==> config.mk <==
export PLATFORM = sky130hd
export DESIGN_NAME = arinc429_tx_sched_flat
export DESIGN_NICKNAME = d
export VERILOG_FILES = /design/src/rtl/arinc429_tx_sched_pkg.sv /design/src/rtl/arinc429_tx_sched_if.sv /design/src/rtl/arinc429_tx_sched_slot_timer.sv /design/src/rtl/arinc429_tx_sched.sv /design/src/flat_wrapper.sv
export SDC_FILE = /design/constraint.sdc
export NUM_CORES = 2
export LEC_CHECK = 0
export ABC_AREA = 1
export BUFFER_PORTS_ARGS = -buffer_cell sky130_fd_sc_hd__buf_2
export CAP_MARGIN = 20
export CORE_MARGIN = 3
export CORE_UTILIZATION = 40
export DETAILED_ROUTE_END_ITERATION = 8
export HOLD_SLACK_MARGIN = 0.15
export RECOVER_POWER = 25
export SYNTH_ARGS = -nofsm -noshare
export SYNTH_HDL_FRONTEND = slang
export SYNTH_HIERARCHICAL = 1
export SYNTH_SLANG_ARGS = --single-unit
==> constraint.sdc <==
create_clock -name i_avs_clk -period 27.6 [get_ports i_avs_clk]
set_clock_uncertainty 0.05 [all_clocks]
set_input_delay 4.14 -clock i_avs_clk [delete_from_list [all_inputs] [get_ports i_avs_clk]]
set_output_delay 4.14 -clock i_avs_clk [all_outputs]
set_load 0.05 [all_outputs]
==> src/rtl/arinc429_tx_sched_pkg.sv <==
// Shared types and config-address helpers for the ARINC429 periodic transmit scheduler.
package arinc429_sched_pkg;

  localparam int ENABLE_BIT       = 31;
  localparam int DEFAULT_PERIOD_W = 16;
  localparam int CFG_ADDR_W       = 5;
  localparam int SLOT_IDX_W       = 4;

  typedef enum logic [0:0] {
    IDLE = 1'b0,
    SEND = 1'b1
  } sched_state_e;

  // Even addresses hold slot words, odd addresses hold slot controls.
  function automatic logic [SLOT_IDX_W-1:0] cfg_slot(input logic [CFG_ADDR_W-1:0] addr);
    return SLOT_IDX_W'(addr >> 1);
  endfunction

  function automatic logic cfg_is_ctl(input logic [CFG_ADDR_W-1:0] addr);
    return addr[0];
  endfunction

  function automatic logic cfg_is_word(input logic [CFG_ADDR_W-1:0] addr);
    return ~addr[0];
  endfunction

endpackage

==> src/rtl/arinc429_tx_sched_if.sv <==
// Config / overrun / Avalon-ST source bundle of arinc429_tx_sched.
// Aperiodic signals exist only with ARINC429_TX_SCHED_APERIODIC_EN.
interface arinc429_tx_sched_if #(
  parameter int NUM_SLOTS = 8
);
  logic                 i_cfg_write;
  logic [4:0]           i_cfg_addr;
  logic [31:0]          i_cfg_wdata;
  logic                 i_ovr_clr;
  logic [NUM_SLOTS-1:0] o_overrun;
  logic                 o_src_valid;
  logic [31:0]          o_src_data;
  logic                 i_src_ready;
`ifdef ARINC429_TX_SCHED_APERIODIC_EN
  logic                 i_apr_valid;
  logic [31:0]          i_apr_data;
  logic                 o_apr_ready;

  modport master (
    output i_cfg_write, i_cfg_addr, i_cfg_wdata, i_ovr_clr, i_src_ready, i_apr_valid, i_apr_data,
    input  o_overrun, o_src_valid, o_src_data, o_apr_ready
  );
  modport slave (
    input  i_cfg_write, i_cfg_addr, i_cfg_wdata, i_ovr_clr, i_src_ready, i_apr_valid, i_apr_data,
    output o_overrun, o_src_valid, o_src_data, o_apr_ready
  );
`else
  modport master (
    output i_cfg_write, i_cfg_addr, i_cfg_wdata, i_ovr_clr, i_src_ready,
    input  o_overrun, o_src_valid, o_src_data
  );
  modport slave (
    input  i_cfg_write, i_cfg_addr, i_cfg_wdata, i_ovr_clr, i_src_ready,
    output o_overrun, o_src_valid, o_src_data
  );
`endif
endinterface

==> src/rtl/arinc429_tx_sched_slot_timer.sv <==
// One periodic slot: enable, period, tick down-counter, pending and sticky overrun flags.
module arinc429_slot_timer
  import arinc429_sched_pkg::*;
#(
  parameter int PERIOD_W = DEFAULT_PERIOD_W
) (
  input  logic                clk_i,
  input  logic                rst_i,
  input  logic                tick_i,
  input  logic                ctl_wr_i,
  input  logic                ctl_en_i,
  input  logic [PERIOD_W-1:0] ctl_period_i,
  input  logic                grant_i,
  input  logic                ovr_clr_i,
  output logic                pending_o,
  output logic                overrun_o
);

  logic                en_q, en_d;
  logic [PERIOD_W-1:0] per_q, per_d;
  logic [PERIOD_W-1:0] cnt_q, cnt_d;
  logic                pend_q, pend_d;
  logic                ovr_q, ovr_d;
  logic                active;
  logic                due;

  // A control write overrides any due event in the same cycle; a new due event beats a grant.
  always_comb begin
    en_d   = en_q;
    per_d  = per_q;
    cnt_d  = cnt_q;
    pend_d = pend_q;
    ovr_d  = ovr_q;
    active = en_q && (per_q != '0);
    due    = tick_i && active && (cnt_q == PERIOD_W'(1));
    if (ctl_wr_i) begin
      en_d   = ctl_en_i;
      per_d  = ctl_period_i;
      cnt_d  = ctl_period_i;
      pend_d = 1'b0;
    end else begin
      if (due) begin
        cnt_d = per_q;
      end else if (tick_i && active && (cnt_q != '0)) begin
        cnt_d = cnt_q - PERIOD_W'(1);
      end else begin
        cnt_d = cnt_q;
      end
      if (due) begin
        pend_d = 1'b1;
      end else if (grant_i) begin
        pend_d = 1'b0;
      end else begin
        pend_d = pend_q;
      end
    end
    if (due && pend_q && !grant_i && !ctl_wr_i) begin
      ovr_d = 1'b1;
    end else if (ovr_clr_i) begin
      ovr_d = 1'b0;
    end else begin
      ovr_d = ovr_q;
    end
  end

  // Slot state registers.
  always_ff @(posedge clk_i or posedge rst_i) begin
    if (rst_i) begin
      en_q   <= 1'b0;
      per_q  <= '0;
      cnt_q  <= '0;
      pend_q <= 1'b0;
      ovr_q  <= 1'b0;
    end else begin
      en_q   <= en_d;
      per_q  <= per_d;
      cnt_q  <= cnt_d;
      pend_q <= pend_d;
      ovr_q  <= ovr_d;
    end
  end

  assign pending_o = pend_q;
  assign overrun_o = ovr_q;

endmodule

==> src/rtl/arinc429_tx_sched.sv <==
// Periodic-label scheduler in front of an ARINC429 transmitter: round-robin over due slots.
// ARINC429_TX_SCHED_APERIODIC_EN adds a strict-priority aperiodic word input.
module arinc429_tx_sched
  import arinc429_sched_pkg::*;
#(
  parameter int unsigned IN_AVS_CLK = 32'd50000000,
  parameter int unsigned TICK_DIV   = IN_AVS_CLK / 32'd1000,
  parameter int          NUM_SLOTS  = 8,
  parameter int          PERIOD_W   = DEFAULT_PERIOD_W
) (
  input  logic                i_avs_clk,
  input  logic                i_avs_rst,
  arinc429_tx_sched_if.slave  bus
);

  logic [31:0]           presc_q, presc_d;
  logic                  tick;
  logic                  cfg_mapped;
  logic [SLOT_IDX_W-1:0] cfg_sel;
  logic                  word_wr;
  logic [NUM_SLOTS-1:0]  ctl_wr;
  logic [NUM_SLOTS-1:0]  pending;
  logic [NUM_SLOTS-1:0]  grant;
  logic [NUM_SLOTS-1:0]  overrun;
  logic [31:0]           word_q [NUM_SLOTS];
  logic [2*NUM_SLOTS-1:0] pend_rot;
  logic                  any_pend;
  logic                  found;
  logic [SLOT_IDX_W-1:0] pick;
  logic [SLOT_IDX_W-1:0] rr_next;
  logic [31:0]           pick_word;
  logic                  apr_take;
  logic [31:0]           apr_word;
  sched_state_e          state_q;
  logic [SLOT_IDX_W-1:0] rr_q;
  logic                  valid_q;
  logic [31:0]           data_q;

  // Millisecond prescaler; tick is the terminal-count cycle.
  always_comb begin
    tick = (presc_q == 32'(TICK_DIV - 32'd1));
    if (tick) begin
      presc_d = 32'd0;
    end else begin
      presc_d = presc_q + 32'd1;
    end
  end

  // Prescaler register.
  always_ff @(posedge i_avs_clk or posedge i_avs_rst) begin
    if (i_avs_rst) begin
      presc_q <= 32'd0;
    end else begin
      presc_q <= presc_d;
    end
  end

  assign cfg_mapped = ({27'd0, bus.i_cfg_addr} < 32'(2 * NUM_SLOTS));
  assign cfg_sel    = cfg_slot(bus.i_cfg_addr);
  assign word_wr    = bus.i_cfg_write && cfg_mapped && cfg_is_word(bus.i_cfg_addr);

  // Word registers; a word write never disturbs scheduling state.
  always_ff @(posedge i_avs_clk or posedge i_avs_rst) begin
    if (i_avs_rst) begin
      for (int k = 0; k < NUM_SLOTS; k++) word_q[k] <= 32'd0;
    end else begin
      for (int k = 0; k < NUM_SLOTS; k++) begin
        if (word_wr && (cfg_sel == SLOT_IDX_W'(k))) word_q[k] <= bus.i_cfg_wdata;
      end
    end
  end

  generate
    for (genvar k = 0; k < NUM_SLOTS; k++) begin : g_slot
      assign ctl_wr[k] = bus.i_cfg_write && cfg_mapped && cfg_is_ctl(bus.i_cfg_addr)
                         && (cfg_sel == SLOT_IDX_W'(k));
      arinc429_slot_timer #(.PERIOD_W(PERIOD_W)) u_timer (
        .clk_i        (i_avs_clk),
        .rst_i        (i_avs_rst),
        .tick_i       (tick),
        .ctl_wr_i     (ctl_wr[k]),
        .ctl_en_i     (bus.i_cfg_wdata[ENABLE_BIT]),
        .ctl_period_i (bus.i_cfg_wdata[PERIOD_W-1:0]),
        .grant_i      (grant[k]),
        .ovr_clr_i    (bus.i_ovr_clr),
        .pending_o    (pending[k]),
        .overrun_o    (overrun[k])
      );
    end
  endgenerate

  assign bus.o_overrun = overrun;

`ifdef ARINC429_TX_SCHED_APERIODIC_EN
  assign bus.o_apr_ready = (state_q == IDLE) && !i_avs_rst;
  assign apr_take        = bus.i_apr_valid && bus.o_apr_ready;
  assign apr_word        = bus.i_apr_data;
`else
  assign apr_take = 1'b0;
  assign apr_word = 32'd0;
`endif

  // Round-robin pick: rotate pending so bit 0 is rr_q, take the lowest set bit.
  always_comb begin
    any_pend  = |pending;
    pend_rot  = {pending, pending} >> rr_q;
    found     = 1'b0;
    pick      = '0;
    pick_word = 32'd0;
    for (int i = 0; i < NUM_SLOTS; i++) begin
      if (!found && pend_rot[i]) begin
        found = 1'b1;
        pick  = SLOT_IDX_W'((int'(rr_q) + i) % NUM_SLOTS);
      end else begin
        found = found;
        pick  = pick;
      end
    end
    rr_next = (pick == SLOT_IDX_W'(NUM_SLOTS - 1)) ? '0 : pick + SLOT_IDX_W'(1);
    for (int k = 0; k < NUM_SLOTS; k++) begin
      grant[k]  = (state_q == IDLE) && !apr_take && any_pend && (pick == SLOT_IDX_W'(k));
      pick_word = pick_word | ({32{pick == SLOT_IDX_W'(k)}} & word_q[k]);
    end
  end

  // Grant / hold FSM with registered source outputs.
  always_ff @(posedge i_avs_clk or posedge i_avs_rst) begin
    if (i_avs_rst) begin
      state_q <= IDLE;
      rr_q    <= '0;
      valid_q <= 1'b0;
      data_q  <= 32'd0;
    end else begin
      case (state_q)
        IDLE: begin
          if (apr_take) begin
            data_q  <= apr_word;
            valid_q <= 1'b1;
            state_q <= SEND;
          end else if (any_pend) begin
            data_q  <= pick_word;
            valid_q <= 1'b1;
            rr_q    <= rr_next;
            state_q <= SEND;
          end else begin
            valid_q <= 1'b0;
          end
        end
        SEND: begin
          if (bus.i_src_ready) begin
            valid_q <= 1'b0;
            state_q <= IDLE;
          end else begin
            valid_q <= 1'b1;
          end
        end
        default: begin
          valid_q <= 1'b0;
          state_q <= IDLE;
        end
      endcase
    end
  end

  assign bus.o_src_valid = valid_q;
  assign bus.o_src_data  = data_q;

endmodule

==> src/flat_wrapper.sv <==
// flat-port wrapper written by rule: the top's interface ports become plain ports
module arinc429_tx_sched_flat import arinc429_sched_pkg::*;
#(
  parameter int unsigned IN_AVS_CLK = 32'd50000000,
  parameter int unsigned TICK_DIV   = IN_AVS_CLK / 32'd1000,
  parameter int          NUM_SLOTS  = 8,
  parameter int          PERIOD_W   = DEFAULT_PERIOD_W
)
  (i_avs_clk, i_avs_rst, bus_i_cfg_write, bus_i_cfg_addr, bus_i_cfg_wdata, bus_i_ovr_clr, bus_i_src_ready, bus_o_overrun, bus_o_src_valid, bus_o_src_data);
  arinc429_tx_sched_if #(.NUM_SLOTS(NUM_SLOTS)) bus_i ();
  input  logic i_avs_clk;
  input  logic i_avs_rst;
  input wire logic [$bits(bus_i.i_cfg_write)-1:0] bus_i_cfg_write;
  input wire logic [$bits(bus_i.i_cfg_addr)-1:0] bus_i_cfg_addr;
  input wire logic [$bits(bus_i.i_cfg_wdata)-1:0] bus_i_cfg_wdata;
  input wire logic [$bits(bus_i.i_ovr_clr)-1:0] bus_i_ovr_clr;
  input wire logic [$bits(bus_i.i_src_ready)-1:0] bus_i_src_ready;
  output wire logic [$bits(bus_i.o_overrun)-1:0] bus_o_overrun;
  output wire logic [$bits(bus_i.o_src_valid)-1:0] bus_o_src_valid;
  output wire logic [$bits(bus_i.o_src_data)-1:0] bus_o_src_data;
  assign bus_i.i_cfg_write = bus_i_cfg_write;
  assign bus_i.i_cfg_addr = bus_i_cfg_addr;
  assign bus_i.i_cfg_wdata = bus_i_cfg_wdata;
  assign bus_i.i_ovr_clr = bus_i_ovr_clr;
  assign bus_i.i_src_ready = bus_i_src_ready;
  assign bus_o_overrun = bus_i.o_overrun;
  assign bus_o_src_valid = bus_i.o_src_valid;
  assign bus_o_src_data = bus_i.o_src_data;
  arinc429_tx_sched #(.IN_AVS_CLK(IN_AVS_CLK), .TICK_DIV(TICK_DIV), .NUM_SLOTS(NUM_SLOTS), .PERIOD_W(PERIOD_W)) u_core (.i_avs_clk(i_avs_clk), .i_avs_rst(i_avs_rst), .bus(bus_i));
endmodule
Word level (Yosys, flattened, before mapping)

Index checks and enable logic that the tools add are counted.

$add $sub $neg: 17
Reduce and logical (&&, ||, !) cells: 165
$lt $le $gt $ge: 1
Equal/unequal tests: 23
Bitwise operators: 24
Multiplexer cells: 77
Shifts and indexed selects: 1

Operators with widths:

| kind                  | number |
|---|---|
| $mux 16               | 24 |
| $and 32x32->32        | 8 |
| $reduce_bool 16->1    | 16 |
| $or 32x32->32         | 7 |
| $eq 16x1->1 const B   | 8 |
| $sub 16x1->16 const B | 8 |
| $logic_and 1x1->1     | 91 |
| $reduce_bool 3->1     | 16 |
| $mux 1                | 42 |
| $add 32x1->32 const B | 1 |
| $eq 32x16->1 const B  | 1 |
| $eq 4x3->1 const B    | 8 |
| $mux 32               | 1 |
| $mux 4                | 8 |
| $logic_not 1->1       | 23 |
| $reduce_or 3->1       | 7 |
| $eq 4x2->1 const B    | 4 |
| $reduce_bool 2->1     | 8 |
| $shr 16x4->8          | 1 |
| $add 3x3->3 const B   | 4 |
| $eq 4x1->1 const B    | 2 |
| $logic_not 4->1       | 2 |
| $reduce_or 8->1       | 1 |
| $and 1x1->1 const A   | 7 |
| other kinds (8)       | 10 |

Flip-flop bits (word level): 605
Output and inout bits: 41

Longest topological paths before layout

Depth in word-level cells: 32
Mapped depth: 27
Gate-level depth less buffers: 22

Hierarchy

The synthesis kept the hierarchy.

Modules (own cells, without submodules):

| module              | instances | cells each | area an instance (um2) |
|---|---|---|---|
| arinc429_slot_timer | 8         | 345        | 2,234.6 |
| arinc429_tx_sched   | 1         | 1,878      | 15,469.8 |

Worst setup path before layout

OpenSTA, ideal clock, no wires.

Path kind: input to register
From: input bus_i_cfg_addr[1]
To: register u_core.g_slot[5].u_timer.cnt_q[13]
Path slack: 21.859 ns
Arrival time: 5.578 ns
Setup time: 0.113 ns
Stages on the path: 11
Path through: clkbuf_1 -> inv_2 -> nor4_1 -> inv_1 -> clkbuf_1 -> nand2_1 -> nand2_1 -> nand2_1 -> nand3_1 -> nand2_1 -> inv_1

Longest elaborated chain between the ends: 5
Elaborated cells between the ends (all ways): 7
Those cells by class: order compare (1); eq/ne (1); mux (1); reduce/logical (4)

RTL lines:

| what                                                                 | line                               | source |
|---|---|---|
| start: declaration                                                   | flat_wrapper.sv:14                 | `input wire logic [$bits(bus_i.i_cfg_addr)-1:0] bus_i_cfg_addr;` |
| $lt 5x5->1                                                           | arinc429_tx_sched.sv:58            | `assign cfg_mapped = ({27'd0, bus.i_cfg_addr} < 32'(2 * NUM_SLOTS));` |
| $logic_and 1x1->1 (2 in a row)                                       | arinc429_tx_sched.sv:75            | `assign ctl_wr[k] = bus.i_cfg_write && cfg_mapped && cfg_is_ctl(bus.i_cfg_addr)` |
| $logic_and 1x1->1 (*)                                                | arinc429_tx_sched.sv:76            | `&& (cfg_sel == SLOT_IDX_W'(k));` |
| via u_core.ctl_wr[5]                                                 | arinc429_tx_sched.sv:21            | `logic [NUM_SLOTS-1:0] ctl_wr;` |
| $reduce_bool 3->1 (no source line) / $mux 16 (equally long branches) | -                                  |  |
| end signal: assignment                                               | arinc429_tx_sched_slot_timer.sv:77 | `cnt_q <= cnt_d;` |
| end: declaration                                                     | arinc429_tx_sched_slot_timer.sv:21 | `logic [PERIOD_W-1:0] cnt_q, cnt_d;` |

The timed path passes the listed nets; every way through them passes the cells marked *.
A chain may end at the register's enable or synchronous reset.

Final worst setup path

From: input bus_i_cfg_addr[4]
To: register u_core.g_slot[3].u_timer.cnt_q[8]

Longest elaborated chain between the ends: 5
Elaborated cells between the ends (all ways): 7
Those cells by class: order compare (1); eq/ne (1); mux (1); reduce/logical (4)

RTL lines:

| what                                                                 | line |
|---|---|
| $lt 5x5->1                                                           | arinc429_tx_sched.sv:58 |
| $logic_and 1x1->1 (2 in a row)                                       | arinc429_tx_sched.sv:75 |
| $logic_and 1x1->1 (*)                                                | arinc429_tx_sched.sv:76 |
| via u_core.ctl_wr[3]                                                 | arinc429_tx_sched.sv:21 |
| $reduce_bool 3->1 (no source line) / $mux 16 (equally long branches) | - |
| end signal: assignment                                               | arinc429_tx_sched_slot_timer.sv:77 |
| end: declaration                                                     | arinc429_tx_sched_slot_timer.sv:21 |

Marks and branches as above.

==> impl.org <==
** Run status
- Run status :: complete, but fails checks
- The checks that failed: capacitance limit, slew limit.

** Synthesis
- Synthesized netlist cell count :: 4638
- Total nets after synthesis :: 4713
- Post-synthesis sequential area ratio :: 45.4%
- In the synthesized netlist the dominant register cell turns out to be dfrtp_1.
- Post-synthesis cell type count :: 41
- The Yosys step of the flow raised 6 warnings.
- Basic-gate share of the synthesized area counting and, or, nand and nor cells :: 37.3%
- Multiplexer cells account for 0% of the synthesized area.
- The mapped netlist covers 0.0333 mm².
- Post-Synth Adder-Cell Area :: 1.24%
- Averaged over all synthesized cells, the footprint is 7.19 µm².
- Counting flops with an async set or reset pin after synthesis yields a share of 100%.
- Counting flops and latches in the post-synthesis netlist gives 605.
- Fraction of synthesized cell area in xor and xnor cells :: 1.68%
- EDFF count, synth :: 0
- The synthesized netlist devotes 6.64% of its cell area to compound gates.
- By area, the combinational part of the netlist is dominated by simple AND/OR/NAND/NOR gates.

** Layout
- Once layout is done, the placed cells without fillers occupy 0.0370 mm².
- Number of nets at the end of the flow :: 4710
- The top cell types in the final layout, fill and taps aside, are nand2_1, dfrtp_1, nor2_1.
- The library cell used most frequently in the layout, excluding fill and tap cells, is nand2_1.
- Final standard cell utilization of the core :: 44.9%
- Fraction of layout cells with a size suffix above 1 :: 7.95%
- Syn-to-layout area delta :: 10.8%
- Count of fill cells added during filler insertion :: 8448

** Power and ir drop
- Per report_power, the combinational group accounts for 43.4% of the total.
- Across the VDD grid, the largest voltage drop is 0.174 mV.
- The analysis attributes to net switching a power of 1770 µW.
- In this run the power density over the cells is 103 mW/mm².
- Sequential Power Share :: 29.6%
- The clock network is responsible for 27.0% of the overall power.
- Int Power :: 2040 µW
- Net switching is 46.5% of the power.
- P_leak :: 0.0201 µW

** Worst setup path
- CP startpoint kind :: input port
- For flop-to-flop paths, the worst setup slack is 21.44 ns.
- Worst endpoint required time :: 28.06 ns
- The endpoint identified for the worst register-to-register timing path is u_core/g_slot[7].u_timer/overrun_o$_DFFE_PP0P_.
- The critical path is of the input port to flip-flop type.
- Crit. Startpoint :: bus_i_cfg_addr[4]
- Crit path max fanout :: 31
- The worst register-to-register path has a depth of 17.
- Kind of end point of the critical path :: flip-flop
- The startpoint identified for the worst register-to-register timing path is u_core/rr_q[1]$_DFFE_PP0P_.
- Data arrives at the worst endpoint at 6.74 ns.

** Floorplanning
- Cell row count :: 105
- The die covers 0.0869 mm².
- Boundary Pins :: 83
- In this run the horizontal extent of the chip is 295 µm.
- The floorplan step set the die height to 295 µm.
- Initial Utilization :: 40.5%
- Area of the core :: 0.0824 mm²

** Drt
- Number of DRC markers in iteration 0 :: 2650
- After detailed routing, the average wire length per cell comes to 17.0 µm.
- Drt drc :: 0
- Total iterations of the first detailed-routing run :: 6
- The highest metal layer carrying signal wires in the routed design is met5.
- The detail route stage leaves a number of antenna-violating nets equal to 0.
- The final route contains 29700 vias.
- After detailed routing, the number of vias per cell comes to 5.16.
- Met3 WL :: 6400 µm
- Detailed Route WL :: 97900 µm
- In the final routing, the length of wire on met1 measures 44800 µm.
- WL met2 :: 43500 µm

** GRT
- Total global routing overflow :: 0
- The first global-routing pass estimated 155000 µm of wire.
- In the global route stage, overall resource usage came out at 22.3%.
- The number of antenna violations at the first check in global routing came to 5.
- Largest net degree at the start of global routing :: 187
- Via count of the first global-routing pass :: 27900

** Placement
- Final weighted congestion in routability-driven placement :: 0.885
- Port-buffer cells :: 82
- Once detailed placement completed, the half-perimeter wirelength came to 59800 µm.
- Post-detailed-placement cell area :: 0.0344 mm²

** Worst hold path
- Along the worst hold path, the cell count comes to 1.
- Critical hold path startpoint :: u_core/presc_q[0]$_DFF_PP0_
- The worst hold path terminates at u_core/presc_q[0]$_DFF_PP0_.
- The path class of the tightest hold or removal check is flip-flop to flip-flop.

** Timing
- Slew Limit Headroom :: -37.4%
- Final-report max-slew violation count :: 334
- Setup repair after global routing left no endpoint under its margin.
- Of the available clock period, the critical path in the final layout requires 22.7%.
- Setup violations remaining at the end of the flow were counted as 0.
- The total count of hold-check failures in the final report came to 0.
- Upper clock frequency limit :: 159 MHz
- At the pin with the least slew margin, the transition time is 2.06 ns.
- After layout, the minimum clock period comes to 6.27 ns.
- Setup total negative slack :: 0 ns

** Clocking
- Clock-pin slew was measured on the worst setup and hold paths at 0.06 ns.
- Post-CTS sizing :: 0
- Inserted Clock Buffers :: 73
- CTS tree :: yes
- The longest clock path from root to sink contains 3 buffers.
- The clock reaches the later pin of the worst-skew pair after 0.64 ns.
- Hold repair after CTS inserted 0 buffers.
- Total number of H-tree levels :: 3
- The tree is rooted in a clkbuf_16.
- Number of sinks on the clock net :: 605
- Setup Fix Bufs, Post-CTS :: 0

** Flow run
- Max-cap violations :: 9
==> flip-flops by register name, indices dropped and copies added, names as in the netlist <==
name	cells
u_core/g_slot.u_timer/pending_o	8
u_core/bus.o_src_valid	1
u_core/g_slot.u_timer/overrun_o	8
u_core/rr_q	4
u_core/bus.o_src_data	32
u_core/word_q	256
u_core/g_slot.u_timer/en_q	8
u_core/g_slot.u_timer/per_q	128
u_core/g_slot.u_timer/cnt_q	128
u_core/presc_q	32
==> metrics by stage <==
step,power (µW),std cells,setup WS (ns),hold slack (ns)
after global routing,4040,5764,21.08,0.444
after CTS,3830,5764,21.39,0.423
after global placement,2780,5630,20.76,0.398
after detailed placement,2790,5630,20.73,0.408
final,3810,5765,21.33,0.417
after floorplan,2280,4638,14.41,0.375
==> layer usage <==
metal / up-vias / track usage [%]
li1: 14700 / -
met1: 14100 / 31.3
met2: 822 / 34.9
met3: 186 / 3.93
met4: 6 / 7.62
met5: - / 0
==> how the worst max path moves through the flow <==
stage,end,slack (ns),depth (start not counted)
2_1_floorplan,u_core/bus.o_src_data[0]$_DFFE_PP0P_,14.41,1
3_3_place_gp,u_core/g_slot[3].u_timer/cnt_q[2]$_DFFE_PP0P_,20.76,10
3_5_place_dp,u_core/g_slot[3].u_timer/cnt_q[11]$_DFFE_PP0P_,20.73,10
4_1_cts,u_core/g_slot[3].u_timer/cnt_q[8]$_DFFE_PP0P_,21.39,10
5_1_grt,u_core/g_slot[3].u_timer/cnt_q[13]$_DFFE_PP0P_,21.08,11
6_report,u_core/g_slot[3].u_timer/cnt_q[8]$_DFFE_PP0P_,21.33,10
==> Yosys cell counts, drive strengths merged, types with 2 or more instances <==
master	n	area, µm²
ha	33	413
o21ai	322	1610
a31oi	2	12.5
nor2	512	2140
o22ai	9	56.3
dfrtp	605	15100
nand3b	16	120
clkbuf	115	432
nand3	320	1970
nor4	19	119
nand4	121	757
nand2	1910	7220
nor3	20	100
a21oi	41	205
a221oi	32	280
buf	80	596
clkinv	2	7.51
xnor2	6	52.6
xor2	58	508
inv	407	1550
==> worst max-delay path: stages <==
cell     delay, ns
buf_2         0.11
nor2_1        0.40
inv_1         0.22
nor4_2        0.34
buf_4         0.32
inv_1         0.51
nand3_4       0.41
inv_4         0.14
nand2_1       0.08
nand2_1       0.06
==> power groups by stage <==
stage               sequential (µW)  combinational, µW  clock (µW)
finish                         1130               1650        1030
global route                   1150               1800        1090
CTS                            1130               1650        1050
detailed placement             1140               1640           0
global placement               1140               1630           0
floorplan                      1190               1090           0
==> area by class of cell <==
class	instances	area [µm²]	share of cell area (%)
repair buffers	117	649	1.76
multi-input cells	3429	15700	42.4
diodes	1	2.50	0.00677
well taps	1070	1340	3.62
flip-flops and latches	605	15100	41.0
clock buffers	106	2080	5.63
inverters	409	1560	4.23
clock inverters	28	494	1.34
==> kinds of logic after synthesis <==
| logic type | after synthesis |
|---|---|
| buffers and inverters | 604 |
| and+or+nand+nor | 2920 |
| DFF | 605 |
| adders and majority gates | 33 |
| xor gates and xnor gates | 64 |
| AOI/OAI and AO/OA | 412 |
Note: power is estimated with default switching activity, not from simulation.
